File: config.mk
export PLATFORM = sky130hd
export DESIGN_NAME = rx_frame_tracker_flat
export DESIGN_NICKNAME = d
export VERILOG_FILES = /design/src/rtl/rx_frame_tracker_pkg.sv /design/src/rtl/rx_frame_tracker_if.sv /design/src/rtl/rx_frame_tracker_classify.sv /design/src/rtl/rx_frame_tracker.sv /design/src/flat_wrapper.sv
export SDC_FILE = /design/constraint.sdc
export NUM_CORES = 1
export LEC_CHECK = 0
export CAP_MARGIN = 5
export CORE_ASPECT_RATIO = 0.5
export CORE_UTILIZATION = 45
export DETAILED_ROUTE_END_ITERATION = 6
export GPL_TIMING_DRIVEN = 1
export PLACE_DENSITY = 0.71
export SLEW_MARGIN = 20
export SYNTH_ARGS = -nofsm -noshare
export SYNTH_HDL_FRONTEND = slang
export SYNTH_SLANG_ARGS = --single-unit
File: constraint.sdc
create_clock -name clk -period 6.45 [get_ports clk]
set_input_delay 1.6125 -clock clk [delete_from_list [all_inputs] [get_ports clk]]
set_output_delay 1.6125 -clock clk [all_outputs]
set_load 0.05 [all_outputs]
File: src/rtl/rx_frame_tracker_pkg.sv
// Framing symbol codes, per-lane symbol classes and tracker states shared by the
// receive framing tracker and its lane classifier.
package rx_frame_tracker_pkg;

  localparam logic [7:0] K_STP = 8'hFB;
  localparam logic [7:0] K_SDP = 8'h5C;
  localparam logic [7:0] K_END = 8'hFD;
  localparam logic [7:0] K_EDB = 8'hFE;
  localparam logic [7:0] K_PAD = 8'hF7;

  typedef enum logic [5:0] {
    TY_NONE      = 6'b000000,
    TY_DATA      = 6'b100000,
    TY_TLPSTART  = 6'b010000,
    TY_TLPEND    = 6'b001000,
    TY_DLLPEND   = 6'b000100,
    TY_DLLPSTART = 6'b000010,
    TY_TLPEDB    = 6'b000001
  } sym_type_e;

  typedef enum logic [1:0] {
    ST_IDLE = 2'b00,
    ST_TLP  = 2'b01,
    ST_DLLP = 2'b10
  } frame_state_e;

endpackage

File: src/rtl/rx_frame_tracker_if.sv
// Symbol input / classification output bundle of the receive framing tracker.
interface rx_frame_tracker_if #(
  parameter int LANES       = 4,
  parameter int MAX_PKT_LEN = 1024
);
  localparam int LEN_W = $clog2(MAX_PKT_LEN + 1);

  logic [8*LANES-1:0] data_in;
  logic [LANES-1:0]   dk_in;
  logic               valid_in;
  logic               valid_out;
  logic [6*LANES-1:0] type_out;
  logic [1:0]         state_out;
  logic               pkt_done;
  logic               pkt_is_dllp;
  logic               pkt_nullified;
  logic [LEN_W-1:0]   pkt_len;
  logic               err_framing;
  logic               err_dllp_len;
  logic               err_overflow;

  modport master (
    output data_in, dk_in, valid_in,
    input  valid_out, type_out, state_out, pkt_done, pkt_is_dllp, pkt_nullified,
           pkt_len, err_framing, err_dllp_len, err_overflow
  );

  modport slave (
    input  data_in, dk_in, valid_in,
    output valid_out, type_out, state_out, pkt_done, pkt_is_dllp, pkt_nullified,
           pkt_len, err_framing, err_dllp_len, err_overflow
  );
endinterface

File: src/rtl/rx_frame_tracker_classify.sv
// Single-lane framing classifier: given the packet state/count left by the previous
// lane, decodes one symbol and produces the state/count handed to the next lane.
module rx_frame_tracker_classify
  import rx_frame_tracker_pkg::*;
#(
  parameter int MAX_PKT_LEN = 1024,
  parameter int DLLP_LEN    = 6,
  parameter int LEN_W       = 11
) (
  input  logic [7:0]       sym,
  input  logic             is_k,
  input  frame_state_e     state_in,
  input  logic [LEN_W-1:0] count_in,
  output sym_type_e        sym_type,
  output frame_state_e     state_nxt,
  output logic [LEN_W-1:0] count_nxt,
  output logic             done,
  output logic             is_dllp,
  output logic             nullified,
  output logic             err_framing,
  output logic             err_dllp_len,
  output logic             err_overflow
);
  localparam logic [LEN_W-1:0] MAX_CNT  = LEN_W'(MAX_PKT_LEN);
  localparam logic [LEN_W-1:0] DLLP_CNT = LEN_W'(DLLP_LEN);

  always_comb begin
    sym_type     = TY_NONE;
    state_nxt    = state_in;
    count_nxt    = count_in;
    done         = 1'b0;
    is_dllp      = 1'b0;
    nullified    = 1'b0;
    err_framing  = 1'b0;
    err_dllp_len = 1'b0;
    err_overflow = 1'b0;
    if (is_k) begin
      case (sym)
        K_STP: begin
          sym_type    = TY_TLPSTART;
          state_nxt   = ST_TLP;
          count_nxt   = '0;
          err_framing = (state_in != ST_IDLE);
        end
        K_SDP: begin
          sym_type    = TY_DLLPSTART;
          state_nxt   = ST_DLLP;
          count_nxt   = '0;
          err_framing = (state_in != ST_IDLE);
        end
        K_END: begin
          state_nxt = ST_IDLE;
          case (state_in)
            ST_TLP: begin
              sym_type = TY_TLPEND;
              done     = 1'b1;
            end
            ST_DLLP: begin
              sym_type = TY_DLLPEND;
              if (count_in == DLLP_CNT) begin
                done    = 1'b1;
                is_dllp = 1'b1;
              end else begin
                err_dllp_len = 1'b1;
              end
            end
            default: err_framing = 1'b1;
          endcase
        end
        K_EDB: begin
          state_nxt = ST_IDLE;
          if (state_in == ST_TLP) begin
            sym_type  = TY_TLPEDB;
            nullified = 1'b1;
          end else begin
            err_framing = 1'b1;
          end
        end
        K_PAD: begin
        end
        default: begin
          err_framing = 1'b1;
          state_nxt   = ST_IDLE;
        end
      endcase
    end else begin
      case (state_in)
        ST_TLP: begin
          if (count_in == MAX_CNT) begin
            err_overflow = 1'b1;
            state_nxt    = ST_IDLE;
          end else begin
            sym_type  = TY_DATA;
            count_nxt = count_in + LEN_W'(1);
          end
        end
        ST_DLLP: begin
          // Oversized DLLPs keep counting (saturated) so the length error shows at END.
          sym_type = TY_DATA;
          if (count_in != MAX_CNT) count_nxt = count_in + LEN_W'(1);
        end
        default: begin
        end
      endcase
    end
  end
endmodule

File: src/rtl/rx_frame_tracker.sv
// Multi-lane receive framing tracker: ripples packet state lane to lane within a
// cycle, registers it between cycles and reports per-lane classes and packet events.
module rx_frame_tracker
  import rx_frame_tracker_pkg::*;
#(
  parameter int LANES       = 4,
  parameter int MAX_PKT_LEN = 1024,
  parameter int DLLP_LEN    = 6
) (
  input logic               clk,
  input logic               rst_n,
  rx_frame_tracker_if.slave bus
);
  localparam int LEN_W = $clog2(MAX_PKT_LEN + 1);

  frame_state_e     state_q;
  logic [LEN_W-1:0] count_q;

  sym_type_e        lane_type [LANES];
  logic [LEN_W-1:0] lane_len  [LANES];
  logic [LANES-1:0] lane_done, lane_dllp, lane_null, lane_ef, lane_edl, lane_eov;

  for (genvar i = 0; i < LANES; i++) begin : g_lane
    frame_state_e     st_in, st_out;
    logic [LEN_W-1:0] cnt_in, cnt_out;

    // Per-block nets keep the lane ripple free of self-referencing vectors.
    if (i == 0) begin : g_first
      assign st_in  = state_q;
      assign cnt_in = count_q;
    end else begin : g_next
      assign st_in  = g_lane[i-1].st_out;
      assign cnt_in = g_lane[i-1].cnt_out;
    end

    assign lane_len[i] = cnt_in;

    rx_frame_tracker_classify #(
      .MAX_PKT_LEN (MAX_PKT_LEN),
      .DLLP_LEN    (DLLP_LEN),
      .LEN_W       (LEN_W)
    ) u_classify (
      .sym          (bus.data_in[8*i +: 8]),
      .is_k         (bus.dk_in[i]),
      .state_in     (st_in),
      .count_in     (cnt_in),
      .sym_type     (lane_type[i]),
      .state_nxt    (st_out),
      .count_nxt    (cnt_out),
      .done         (lane_done[i]),
      .is_dllp      (lane_dllp[i]),
      .nullified    (lane_null[i]),
      .err_framing  (lane_ef[i]),
      .err_dllp_len (lane_edl[i]),
      .err_overflow (lane_eov[i])
    );
  end

  logic [6*LANES-1:0] types_d;
  logic               done_d, dllp_d, null_d;
  logic [LEN_W-1:0]   len_d;

  always_comb begin
    types_d = '0;
    done_d  = 1'b0;
    dllp_d  = 1'b0;
    null_d  = 1'b0;
    len_d   = '0;
    for (int unsigned i = 0; i < LANES; i++) begin
      types_d[6*i +: 6] = lane_type[i];
      if (lane_done[i] || lane_null[i]) begin
        done_d = lane_done[i];
        dllp_d = lane_dllp[i];
        null_d = lane_null[i];
        len_d  = lane_len[i];
      end
    end
  end

  always_ff @(posedge clk) begin
    if (!rst_n) begin
      state_q           <= ST_IDLE;
      count_q           <= '0;
      bus.valid_out     <= 1'b0;
      bus.type_out      <= '0;
      bus.pkt_done      <= 1'b0;
      bus.pkt_is_dllp   <= 1'b0;
      bus.pkt_nullified <= 1'b0;
      bus.pkt_len       <= '0;
      bus.err_framing   <= 1'b0;
      bus.err_dllp_len  <= 1'b0;
      bus.err_overflow  <= 1'b0;
    end else begin
      bus.valid_out <= bus.valid_in;
      if (bus.valid_in) begin
        state_q           <= g_lane[LANES-1].st_out;
        count_q           <= g_lane[LANES-1].cnt_out;
        bus.type_out      <= types_d;
        bus.pkt_done      <= done_d;
        bus.pkt_is_dllp   <= dllp_d;
        bus.pkt_nullified <= null_d;
        bus.pkt_len       <= len_d;
        bus.err_framing   <= |lane_ef;
        bus.err_dllp_len  <= |lane_edl;
        bus.err_overflow  <= |lane_eov;
      end else begin
        bus.type_out      <= '0;
        bus.pkt_done      <= 1'b0;
        bus.pkt_is_dllp   <= 1'b0;
        bus.pkt_nullified <= 1'b0;
        bus.pkt_len       <= '0;
        bus.err_framing   <= 1'b0;
        bus.err_dllp_len  <= 1'b0;
        bus.err_overflow  <= 1'b0;
      end
    end
  end

  assign bus.state_out = state_q;
endmodule
File: src/flat_wrapper.sv
// flat-port wrapper written by rule: the top's interface ports become plain ports
module rx_frame_tracker_flat import rx_frame_tracker_pkg::*;
#(
  parameter int LANES       = 4,
  parameter int MAX_PKT_LEN = 1024,
  parameter int DLLP_LEN    = 6
)
  (clk, rst_n, bus_data_in, bus_dk_in, bus_valid_in, bus_valid_out, bus_type_out, bus_state_out, bus_pkt_done, bus_pkt_is_dllp, bus_pkt_nullified, bus_pkt_len, bus_err_framing, bus_err_dllp_len, bus_err_overflow);
  rx_frame_tracker_if #(.LANES(LANES), .MAX_PKT_LEN(MAX_PKT_LEN)) bus_i ();
  input logic clk;
  input logic rst_n;
  input wire logic [$bits(bus_i.data_in)-1:0] bus_data_in;
  input wire logic [$bits(bus_i.dk_in)-1:0] bus_dk_in;
  input wire logic [$bits(bus_i.valid_in)-1:0] bus_valid_in;
  output wire logic [$bits(bus_i.valid_out)-1:0] bus_valid_out;
  output wire logic [$bits(bus_i.type_out)-1:0] bus_type_out;
  output wire logic [$bits(bus_i.state_out)-1:0] bus_state_out;
  output wire logic [$bits(bus_i.pkt_done)-1:0] bus_pkt_done;
  output wire logic [$bits(bus_i.pkt_is_dllp)-1:0] bus_pkt_is_dllp;
  output wire logic [$bits(bus_i.pkt_nullified)-1:0] bus_pkt_nullified;
  output wire logic [$bits(bus_i.pkt_len)-1:0] bus_pkt_len;
  output wire logic [$bits(bus_i.err_framing)-1:0] bus_err_framing;
  output wire logic [$bits(bus_i.err_dllp_len)-1:0] bus_err_dllp_len;
  output wire logic [$bits(bus_i.err_overflow)-1:0] bus_err_overflow;
  assign bus_i.data_in = bus_data_in;
  assign bus_i.dk_in = bus_dk_in;
  assign bus_i.valid_in = bus_valid_in;
  assign bus_valid_out = bus_i.valid_out;
  assign bus_type_out = bus_i.type_out;
  assign bus_state_out = bus_i.state_out;
  assign bus_pkt_done = bus_i.pkt_done;
  assign bus_pkt_is_dllp = bus_i.pkt_is_dllp;
  assign bus_pkt_nullified = bus_i.pkt_nullified;
  assign bus_pkt_len = bus_i.pkt_len;
  assign bus_err_framing = bus_i.err_framing;
  assign bus_err_dllp_len = bus_i.err_dllp_len;
  assign bus_err_overflow = bus_i.err_overflow;
  rx_frame_tracker #(.LANES(LANES), .MAX_PKT_LEN(MAX_PKT_LEN), .DLLP_LEN(DLLP_LEN)) u_core (.clk(clk), .rst_n(rst_n), .bus(bus_i));
endmodule
* Word-level counts from Yosys, hierarchy flattened
Cells that the tools add are included.
** Storage, ports and cells
- Register bits :: 55
- Input port bits :: 39
- Output and inout port bits :: 44
- Logic and storage cells :: 235
** Cells by class
- Add/subtract/negate cells :: 4
- Equality and inequality tests :: 40
- Multiplexer cells :: 160
- Reduce and logical (&&, ||, !) cells :: 20
** Operators by type and width (number)
- 2-to-1 mux 11 bit :: 20
- == test 8 bit, second input constant :: 16
- 2-to-1 mux 1 bit :: 92
- case mux 11 bit (2 select lines) :: 4
- case mux 5 bit (4 select lines) :: 4
- 2-to-1 mux 6 bit :: 8
- case mux 6 bit (2 select lines) :: 4
- adder 11 x 1 -> 11 bit, second input constant :: 4
- == test 11 bit, second input constant :: 4
- == test 11 x 3 -> 1 bit, second input constant :: 4
- != test 11 bit, second input constant :: 4
- == test 8 x 7 -> 1 bit, second input constant :: 4
- case mux 4 bit (2 select lines) :: 4
- 2-to-1 mux 2 bit :: 12
- case mux 2 bit (3 select lines) :: 4
- case mux 1 bit (4 select lines) :: 4
- OR reduction 2 bit :: 8
- OR reduction 4 bit :: 3
- == test 2 x 1 -> 1 bit, second input constant :: 4
- == test 2 bit, second input constant :: 4
- case mux 1 bit (2 select lines) :: 4
- nonzero test 2 bit :: 4
- logical OR 1 bit :: 4
- AND reduction 2 bit :: 1

* Longest topological paths before layout
Gate-level depths: netlist of the first run.
- Word-level depth :: 19
- Mapped depth :: 31
- Gate-level depth less buffers :: 28

* Cells and area by module
From an unflattened synthesis of the first run, not the netlist that was laid out.
** Unflattened totals
- Cell total of the unflattened synthesis :: 682
- Area, all modules :: 5076.1 µm²
** By module, submodules not included
- rx_frame_tracker_classify (u_core.g_lane[0].u_classify ...) :: times used 3, cells each 119, area an instance 738.2 µm², seq. area each 0.0 µm²
- rx_frame_tracker :: times used 1, cells each 204, area an instance 2103.3 µm², seq. area each 1101.1 µm²
- rx_frame_tracker_classify (u_core.g_lane[3].u_classify) :: times used 1, cells each 121, area an instance 758.2 µm², seq. area each 0.0 µm²

* Worst setup path after synthesis of the first run
Ideal clock, no wire load.
- Kind :: input port to flip-flop
- Start :: input port bus_dk_in[0]
- End :: register u_core.bus.pkt_len[6] (netlist name)
- Setup time :: 0.128 ns
- Arrival time :: 6.734 ns
- Required time :: 6.322 ns
- Path slack :: -0.412 ns
- Cell stages on the path :: 28
- Path buffers :: 5
- Cells stage by stage :: buf_4 > clkbuf_1 > nor3_1 > nor2_1 > a22oi_1 > ha_1 > inv_1 > nor3_1 > nor2_1 > clkbuf_1 > a211oi_1 > or2_1 > clkbuf_1 > ha_1 > nand2_1 > and4bb_2 > and3_1 > o31ai_1 > inv_1 > ha_1 > inv_1 > nor4_1 > nand2_1 > nand2_1 > a31oi_4 > buf_6 > mux2i_1 > nor2_1
** Between the ends
- Longest elaborated chain between the ends :: 16
- Elaborated cells between the ends (all ways) :: 66
- Classes of those cells :: 2 x add/sub; 13 x eq/ne; 47 x mux; 4 x reduce/logical
** Ends and longest elaborated chain
- start, declared :: RTL line flat_wrapper.sv:13 : input wire logic [$bits(bus_i.dk_in)-1:0] bus_dk_in;
- 2-to-1 mux 11 bit :: RTL line rx_frame_tracker_classify.sv:37 : if (is_k) begin
- adder 11 x 1 -> 11 bit (tied with other cells) :: RTL line rx_frame_tracker_classify.sv:94, rx_frame_tracker_classify.sv:100
- 2-to-1 mux 11 bit, on equally long branches :: RTL line rx_frame_tracker_classify.sv:100, rx_frame_tracker_classify.sv:89
- case mux 11 bit (2 select lines) :: RTL line rx_frame_tracker_classify.sv:87 : case (state_in)
- 2-to-1 mux 11 bit :: RTL line rx_frame_tracker_classify.sv:37
- adder 11 x 1 -> 11 bit (tied with other cells) :: RTL line rx_frame_tracker_classify.sv:94, rx_frame_tracker_classify.sv:100
- 2-to-1 mux 11 bit, on equally long branches :: RTL line rx_frame_tracker_classify.sv:100, rx_frame_tracker_classify.sv:89
- case mux 11 bit (2 select lines) :: RTL line rx_frame_tracker_classify.sv:87
- 2-to-1 mux 11 bit :: RTL line rx_frame_tracker_classify.sv:37
- == test 11 x 3 -> 1 bit :: RTL line rx_frame_tracker_classify.sv:60 : if (count_in == DLLP_CNT) begin
- 2-to-1 mux 1 bit :: RTL line rx_frame_tracker_classify.sv:60
- case mux 1 bit (2 select lines) :: RTL line rx_frame_tracker_classify.sv:53 : case (state_in)
- 2-to-1 mux 1 bit :: RTL line rx_frame_tracker_classify.sv:38 : case (sym)
- 2-to-1 mux 1 bit :: RTL line rx_frame_tracker_classify.sv:37
- logical OR 1 bit :: RTL line rx_frame_tracker.sv:71 : if (lane_done[i] || lane_null[i]) begin
- 2-to-1 mux 11 bit * :: RTL line rx_frame_tracker.sv:71
- end signal, assigned :: RTL line rx_frame_tracker.sv:102 : bus.pkt_len <= len_d;
- end, declared :: RTL line rx_frame_tracker_if.sv:31 : pkt_len, err_framing, err_dllp_len, err_overflow
Mark *: on every way between the ends. The rest lies on a longest branch, timed or not.
A chain may end at the register's enable or synchronous reset.

* Worst setup path in the final report of the first run
- Start :: input port bus_data_in[4]
- End :: register u_core.bus.pkt_len[0] (netlist name)
** Between the ends
- Longest elaborated chain between the ends :: 19
- Elaborated cells between the ends (all ways) :: 76
- Classes of those cells :: 2 x add/sub; 18 x eq/ne; 51 x mux; 5 x reduce/logical
** Ends and longest elaborated chain
- start, declared :: RTL line flat_wrapper.sv:12 : input wire logic [$bits(bus_i.data_in)-1:0] bus_data_in;
- == test 8 x 7 -> 1 bit or == test 8 bit (tied branches) :: RTL line rx_frame_tracker_classify.sv:38
- OR reduction 2 bit (no source line)
- 2-to-1 mux 11 bit :: RTL line rx_frame_tracker_classify.sv:38
- 2-to-1 mux 11 bit :: RTL line rx_frame_tracker_classify.sv:37
- adder 11 x 1 -> 11 bit (tied with other cells) :: RTL line rx_frame_tracker_classify.sv:94, rx_frame_tracker_classify.sv:100
- 2-to-1 mux 11 bit, on equally long branches :: RTL line rx_frame_tracker_classify.sv:100, rx_frame_tracker_classify.sv:89
- case mux 11 bit (2 select lines) :: RTL line rx_frame_tracker_classify.sv:87
- 2-to-1 mux 11 bit :: RTL line rx_frame_tracker_classify.sv:37
- [... 3 more ...]
- 2-to-1 mux 11 bit :: RTL line rx_frame_tracker_classify.sv:37
- == test 11 x 3 -> 1 bit :: RTL line rx_frame_tracker_classify.sv:60
- 2-to-1 mux 1 bit :: RTL line rx_frame_tracker_classify.sv:60
- case mux 1 bit (2 select lines) :: RTL line rx_frame_tracker_classify.sv:53
- 2-to-1 mux 1 bit :: RTL line rx_frame_tracker_classify.sv:38
- 2-to-1 mux 1 bit :: RTL line rx_frame_tracker_classify.sv:37
- logical OR 1 bit :: RTL line rx_frame_tracker.sv:71
- 2-to-1 mux 11 bit * :: RTL line rx_frame_tracker.sv:71
Marks and branches as above.

==> impl_metrics.json, run 1 <==
{
  "synth.top_cell.area_share_pct": 19.8,
  "edff_count_synth": 0,
  "grt_remaining_overflow": 0,
  "post-synth-top-count-cell": "sky130_fd_sc_hd__nor2_1",
  "worst_r2r_endpoint": "u_core.bus.pkt_len[0]$_SDFF_PN0_",
  "crit_path_start": "bus_data_in[4]",
  "synth_seq_cells": 55,
  "critPathMaxStageDelay_ns": 0.58,
  "postSynth.topFlopCell": "sky130_fd_sc_hd__dfxtp_1",
  "ioPinCount": 83,
  "core_region_area_um2": 11900,
  "skew_ns": 0.0125,
  "routedWlPerCell_um": 20.1,
  "gp_routability_congestion": 1.01,
  "dp_hpwl_mm": 18.8,
  "critPathKind": "input pin to register",
  "die_area_um2": 12900,
  "chipHeight_um": 80.7,
  "post-route-period-util_pct": 96.7,
  "worst_path_max_delay_cell": "sky130_fd_sc_hd__or4b_4",
  "root_buffer_selected_by_cts": "sky130_fd_sc_hd__clkbuf_16",
  "worst-slew-pin-transition_ns": 0.884,
  "timing.rr.start": "u_core.bus.state_out[1]$_SDFFE_PN0P_",
  "yosysWarningCount": 0,
  "max_cap_violations": 0,
  "critical-path-top-cell-by-count": "sky130_fd_sc_hd__buf_4",
  "critical_path.startpoint_type": "input pin",
  "postRouteAntennaNets": 0,
  "grt_util_all_layers_pct": 36.8,
  "drt_first_iter_violations": 702,
  "yosys.area.top_type": "sky130_fd_sc_hd__dfxtp_1",
  "finalCoreUtilization_pct": 73.4,
  "setup.worst_path.end_class": "register",
  "diodes": 0,
  "antenna_found_initial": 0,
  "synth.net_count": 819,
  "cp_max_fo": 6,
  "final_total_pwr_mw": 1.02,
  "worstPathRequired_ns": 6.64,
  "synth_sequential_area_ratio_pct": 19.8,
  "route.vias.total": 7191,
  "rows": 28,
  "cts_buffer_depth": 2,
  "number_of_library_cell_types_mapped_by_synthesis": 98,
  "report.final.hold_viol_count": 0,
  "start_util_pct": 46.7,
  "cts.sinks": 55,
  "final-max-slew-violation-count": 0,
  "synth_area_per_cell_um2": 7.40,
  "final_cell_count_no_fill": 1196,
  "clock_insertion_delay_worst_skew_ns": 0.31,
  "cells_taking_the_most_area_after_synthesis": "sky130_fd_sc_hd__dfxtp_1 20%, sky130_fd_sc_hd__ha_1 6.1%, sky130_fd_sc_hd__nor2_1 5.7%",
  "ir_drop_v": 0.0000996,
  "hold_class": "register to register",
  "status": "completed",
  "finish.net_count": 1096,
  "tritoncts": "done",
  "mapped_area_um2": 5570,
  "place_inst": 1159,
  "finalWirelength_mm": 24.1,
  "netlist_top_cells_count": "85 x sky130_fd_sc_hd__nor2_1, 69 x sky130_fd_sc_hd__nand2_1, 55 x sky130_fd_sc_hd__dfxtp_1, 40 x sky130_fd_sc_hd__o21ai_0, 38 x sky130_fd_sc_hd__inv_1",
  "h-tree-depth": 2,
  "dr.pass1.iters": 6,
  "final_period_minus_worst_setup_slack_ns": 6.24,
  "worstRegToRegCells": 27,
  "power.static_leakage_nw": 3.55,
  "grt_start_max_net_pins": 29,
  "syn_inst": 753,
  "drive_gt1_share_pct": 36.2,
  "area_growth_pct": 57.3,
  "route.detailed.drc": 0,
  "crit_arrival_ns": 6.43,
  "power_density_nw_per_um2": 116,
  "clk_pin_slew_worst_paths_ns": 0.08,
  "whs_ns": 0.750,
  "cts_buffers": 5,
  "first_pass_grt_wire_length_mm": 36.1,
  "grt_pass1_vias": 6580,
  "chipWidth_um": 159,
  "cp-endpoint": "u_core.bus.pkt_len[0]$_SDFF_PN0_",
  "fmax_mhz": 160,
  "buffer_ports.inserted": 82,
  "avgViaCountPerCell": 6.01,
  "setup_viol": 0,
  "synth_async_sr_flop_share_pct": 0,
  "slew_headroom_pct": 40.9,
  "r2r_slack_ns": 0.43
}
[repair_timing]
item | 4_1_cts | 5_1_grt
cloned | 1 | 0
endpoints found under the setup margin | 31 | 31
gates resized for setup | 69 | 61
hold buffers | 0 | 0
setup buffers | 20 | 8
pin swaps | 27 | 35
[metrics by stage]
| stage | area [um2] | setup TNS (ns) | setup WS, ns |
|---|---|---|---|
| 2_1_floorplan | 5620 | 0 | 0.0302 |
| 3_3_place_gp | 7960 | -17.76 | -0.757 |
| 3_5_place_dp | 7960 | -20.70 | -0.895 |
| 4_1_cts | 8520 | 0 | 0.00605 |
| 5_1_grt | 8770 | -0.0397 | -0.0153 |
| 6_report | 8770 | 0 | 0.212 |
[routing by layer]
layer / global-route usage (%) / part of all wire [%] / vias up
met1: 52.2 / 46 / 3401
met4: 4.90 / 0.90 / 0
met3: 11.1 / 12 / 30
li1: - / - / 3378
met5: 0 / 0 / -
met2: 55.4 / 41 / 382
[state kept, by name (all words and copies together) (netlist names)]
name / count
u_core.bus.pkt_done: 1
u_core.bus.type_out: 24
u_core.bus.err_dllp_len: 1
u_core.bus.err_overflow: 1
u_core.bus.pkt_len: 11
u_core.bus.state_out: 2
u_core.bus.pkt_is_dllp: 1
u_core.bus.valid_out: 1
u_core.bus.pkt_nullified: 1
u_core.count_q: 11
u_core.bus.err_framing: 1
[placed cells by master, fill, tap and decap left out, drive strengths merged, types with 21 or more instances in the layout]
cell type,Yosys,layout
nand3,31,31
nor3,35,35
buf,21,233
dfxtp,55,55
nor4,21,21
nand2,69,69
a21oi,26,26
mux2i,25,25
o21ai,45,45
nor2,87,87
a31oi,31,32
ha,27,27
inv,41,42
clkdlybuf4s50,0,73
[cells by family (layout without fill, tap and decap cells)]
| kind of cell | after synthesis | in the layout | synth area share [%] |
|---|---|---|---|
| simple gates | 349 | 349 | 35.3 |
| xor+xnor | 6 | 6 | 0.943 |
| compound gates | 199 | 200 | 25.7 |
| flops | 55 | 55 | 19.8 |
| mux | 29 | 29 | 5.30 |
| fa+ha+maj | 27 | 27 | 6.06 |
| buf+inv | 88 | 365 | 7.00 |
[final cells by class]
cell class,count,area [um2]
timing repair buffer,315,2570
clock inverter,2,38.8
tap,165,206
multi-input combinational,611,4560
clock buffer,6,129
inverter,42,160
fill,962,3180
sequential,55,1100
[critical path: cells and delay by family]
family	cells	cell delay [ns]
AOI/OAI and AO/OA	4	0.73
adders and majority gates	2	0.36
buffers and inverters	8	1.08
muxes	2	0.46
and+or+nand+nor	11	2.19
[worst min-delay path by stage]
stage	start	end	cells past startpoint
after floorplan	u_core.count_q[5]$_SDFFE_PN0P_	u_core.count_q[5]$_SDFFE_PN0P_	2
after global placement	u_core.count_q[4]$_SDFFE_PN0P_	u_core.count_q[4]$_SDFFE_PN0P_	3
after detailed placement	u_core.count_q[5]$_SDFFE_PN0P_	u_core.count_q[5]$_SDFFE_PN0P_	2
after CTS	u_core.count_q[5]$_SDFFE_PN0P_	u_core.count_q[5]$_SDFFE_PN0P_	2
after global routing	u_core.count_q[5]$_SDFFE_PN0P_	u_core.count_q[5]$_SDFFE_PN0P_	2
final	u_core.count_q[4]$_SDFFE_PN0P_	u_core.count_q[4]$_SDFFE_PN0P_	3
[power by group]
group	internal (mW)	total, mW	switching [mW]
Clock	0.186	0.333	0.147
Combinational	0.150	0.339	0.190
Sequential	0.344	0.348	0.00446
Total	0.680	1.02	0.341
(Power assumes the default switching activity.)
==> inputs of run 2 (changes only) <==
--- a/config.mk
+++ b/config.mk
@@ -5,12 +5,13 @@
 export SDC_FILE = /design/constraint.sdc
 export NUM_CORES = 1
 export LEC_CHECK = 0
+export ABC_AREA = 1
 export CAP_MARGIN = 5
 export CORE_ASPECT_RATIO = 0.5
 export CORE_UTILIZATION = 45
 export DETAILED_ROUTE_END_ITERATION = 6
-export GPL_TIMING_DRIVEN = 1
-export PLACE_DENSITY = 0.71
+export GPL_TIMING_DRIVEN = 0
+export PLACE_DENSITY = 0.7
 export SLEW_MARGIN = 20
 export SYNTH_ARGS = -nofsm -noshare
 export SYNTH_HDL_FRONTEND = slang
==> run 2 against run 1 <==
Effect of this change: hold slack got worse by 0.14 ns; first-iteration DRC count increased by 2.7%; synthesized cell count increased by 33%; register-to-register slack improved by 0.68 ns; power increased by 5.4%.
==> impl_metrics.json, run 2 <==
{
  "synth.top_cell.area_share_pct": 18.5,
  "grt.met3_usage_pct": 10.5,
  "gp_routability_congestion": 0.973,
  "route.detailed.drc": 0,
  "first_pass_grt_wire_length_mm": 33.3,
  "die_area_um2": 13700,
  "critPathKind": "input pin to register",
  "cts_hold_repair.buffers": 0,
  "cts_buffer_depth": 2,
  "post_synth_and_or_nand_nor_area_fraction_pct": 50.6,
  "diodes": 0,
  "crit_path_start": "bus_data_in[6]",
  "skew_ns": 0.00937,
  "finish.net_count": 1192,
  "power.static_leakage_nw": 3.49,
  "final-max-slew-violation-count": 0,
  "synth_sequential_area_ratio_pct": 18.5,
  "grt_start_max_net_pins": 20,
  "ir_drop_v": 0.000118,
  "tritoncts": "done",
  "area_growth_pct": 31.4,
  "edff_count_synth": 0,
  "largest_register": "u_core.bus.type_out",
  "syn_inst": 1000,
  "synth_seq_cells": 55,
  "cts_buffers": 5,
  "h-tree-depth": 2,
  "buffer_ports.inserted": 79,
  "cp_max_fo": 7,
  "setup_viol": 0,
  "layout_top_registers": "u_core.bus.type_out: 24 flops, u_core.bus.pkt_len: 11 flops, u_core.count_q: 11 flops",
  "post-route-period-util_pct": 97.4,
  "drt_first_iter_violations": 721,
  "slew_headroom_pct": 21.0,
  "synth_top_family_by_area": "simple AND/OR/NAND/NOR gates",
  "routedWlPerCell_um": 17.2,
  "post-synth-top-count-cell": "sky130_fd_sc_hd__nand2_1",
  "root_buffer_selected_by_cts": "sky130_fd_sc_hd__clkbuf_16",
  "grt_setup_unrepaired": "true",
  "largest_register_ff_count": 24,
  "cts.sinks": 55,
  "status": "completed",
  "clock_insertion_delay_worst_skew_ns": 0.31,
  "chipWidth_um": 165,
  "critPathMaxStageDelay_ns": 0.47,
  "timing.rr.start": "u_core.bus.state_out[0]$_SDFFE_PN0P_",
  "synth_compound_area_share_pct": 13.3,
  "grt_remaining_overflow": 0,
  "start_util_pct": 46.6,
  "power_density_nw_per_um2": 138,
  "grt_util_all_layers_pct": 31.6,
  "setup.worst_path.end_class": "register",
  "max_cap_violations": 0,
  "core_region_area_um2": 12800,
  "postSynth.topFlopCell": "sky130_fd_sc_hd__dfxtp_1",
  "dp_hpwl_mm": 16.8,
  "worst-slew-pin-transition_ns": 1.17,
  "synth-adder-area-share_pct": 5.68,
  "crit_arrival_ns": 6.49,
  "grt_util_met2_pct": 45.8,
  "route.vias.total": 7243,
  "clk_pin_slew_worst_paths_ns": 0.08,
  "most_used_cells_in_the_layout_excluding_fill_and_tap_cells": "227 x sky130_fd_sc_hd__nand2_1, 107 x sky130_fd_sc_hd__inv_1, 97 x sky130_fd_sc_hd__nor2_1, 88 x sky130_fd_sc_hd__nand3_1, 76 x sky130_fd_sc_hd__clkdlybuf4s50_1",
  "mapped_area_um2": 5950,
  "grt_pass1_vias": 6279,
  "yosys.area.top_type": "sky130_fd_sc_hd__dfxtp_1",
  "critical-path-top-cell-by-count": "sky130_fd_sc_hd__nand2_2",
  "synth.net_count": 1066,
  "global_route.peak_usage_layer": "met1",
  "finalWirelength_mm": 22.4,
  "antenna_found_initial": 0,
  "met1_usage_pct": 45.9,
  "critical_path.startpoint_type": "input pin",
  "hold_class": "register to register",
  "cells_taking_the_most_area_after_synthesis": "sky130_fd_sc_hd__dfxtp_1 19%, sky130_fd_sc_hd__nand2_1 16%, sky130_fd_sc_hd__nand3_1 7.7%",
  "worstPathRequired_ns": 6.66,
  "postRouteAntennaNets": 0,
  "synth_area_in_xor_xnor_pct": 0.273,
  "rows": 29,
  "chipHeight_um": 83.3,
  "report.final.hold_viol_count": 0,
  "whs_ns": 0.608,
  "avgViaCountPerCell": 5.58,
  "synth_area_per_cell_um2": 5.95,
  "synth_async_sr_flop_share_pct": 0,
  "number_of_library_cell_types_mapped_by_synthesis": 47,
  "drive_gt1_share_pct": 21.8,
  "synth_mux_area_share_pct": 0,
  "dr.pass1.iters": 6,
  "fmax_mhz": 159,
  "mostFrequentLayoutCell": "sky130_fd_sc_hd__nand2_1",
  "ioPinCount": 83,
  "yosysWarningCount": 0,
  "fin_tns_setup_ns": 0,
  "worst_path_max_delay_cell": "sky130_fd_sc_hd__clkdlybuf4s50_1",
  "hold_path.startpoint": "u_core.bus.state_out[1]$_SDFFE_PN0P_",
  "final_period_minus_worst_setup_slack_ns": 6.29,
  "netlist_top_cells_count": "246 x sky130_fd_sc_hd__nand2_1, 117 x sky130_fd_sc_hd__inv_1, 109 x sky130_fd_sc_hd__nor2_1, 91 x sky130_fd_sc_hd__nand3_1"
}
## run 2: repair_timing
| item | in CTS | in global routing |
|---|---|---|
| setup endpoints to repair | 33 | 32 |
| setup buffers | 5 | 31 |
| gates cloned | 0 | 4 |
| resized for setup | 30 | 78 |
| pin swaps | 3 | 24 |
## run 2: metal layers
layer | up-vias | wire [um]
met2 | 321 | 8980
li1 | 3521 | -
met4 | 0 | 246
met5 | - | 0
met1 | 3373 | 10400
met3 | 28 | 2730
## run 2: area by class of cell
class | instances | area [um2]
buffer | 26 | 168
timing repair buffer | 117 | 1150
fill | 1267 | 4960
clock inverter | 3 | 27.5
multi-input combinational | 774 | 4460
clock buffer | 5 | 125
inverter | 147 | 568
sequential | 55 | 1100
tap | 170 | 213
## run 2: worst max-delay path, delay by kind of cell
family | cells | cell delay, ns
buf+inv | 9 | 1.35
compound gates | 3 | 0.54
simple gates | 22 | 2.38
fa+ha+maj | 3 | 0.58
## run 2: path summary, 6_finish.rpt
| check | end | slack [ns] | cells past startpoint |
|---|---|---|---|
| hold / removal | u_core.bus.state_out[1]$_SDFFE_PN0P_ | 0.61 | 2 |
| setup / recovery | u_core.bus.pkt_len[5]$_SDFF_PN0_ | 0.16 | 37 |
| setup reg to reg | u_core.bus.pkt_len[5]$_SDFF_PN0_ | 1.11 | 34 |
| hold reg to reg | u_core.bus.state_out[1]$_SDFFE_PN0P_ | 0.61 | 2 |
## run 2: power by group
group | switching, mW | internal [mW] | total (mW)
Clock | 0.152 | 0.149 | 0.301
Combinational | 0.279 | 0.139 | 0.418
Sequential | 0.0120 | 0.346 | 0.358
## run 2: logic make-up (layout without fill, tap and decap cells)
group                      count (synthesis)  after routing
and+or+nand+nor                          605            607
DFF                                       55             55
adders and majority gates                 27             27
buffers and inverters                    173            298
AOI/OAI and AO/OA                        139            139
xor gates and xnor gates                   1              1
## run 2: per-stage QoR
stage               instances  instance area, um2  total power [mW]  worst slack (ns)  util, %
CTS                      1262                7260              1.03           0.00527     56.9
global route             1297                7820              1.13           -0.0872     61.2
detailed placement       1249                6950             0.717             -1.38     54.4
finish                   1297                7820              1.08             0.165     61.2
floorplan                1000                5950             0.606             0.582        -
global placement         1249                6950             0.714             -1.36     54.4
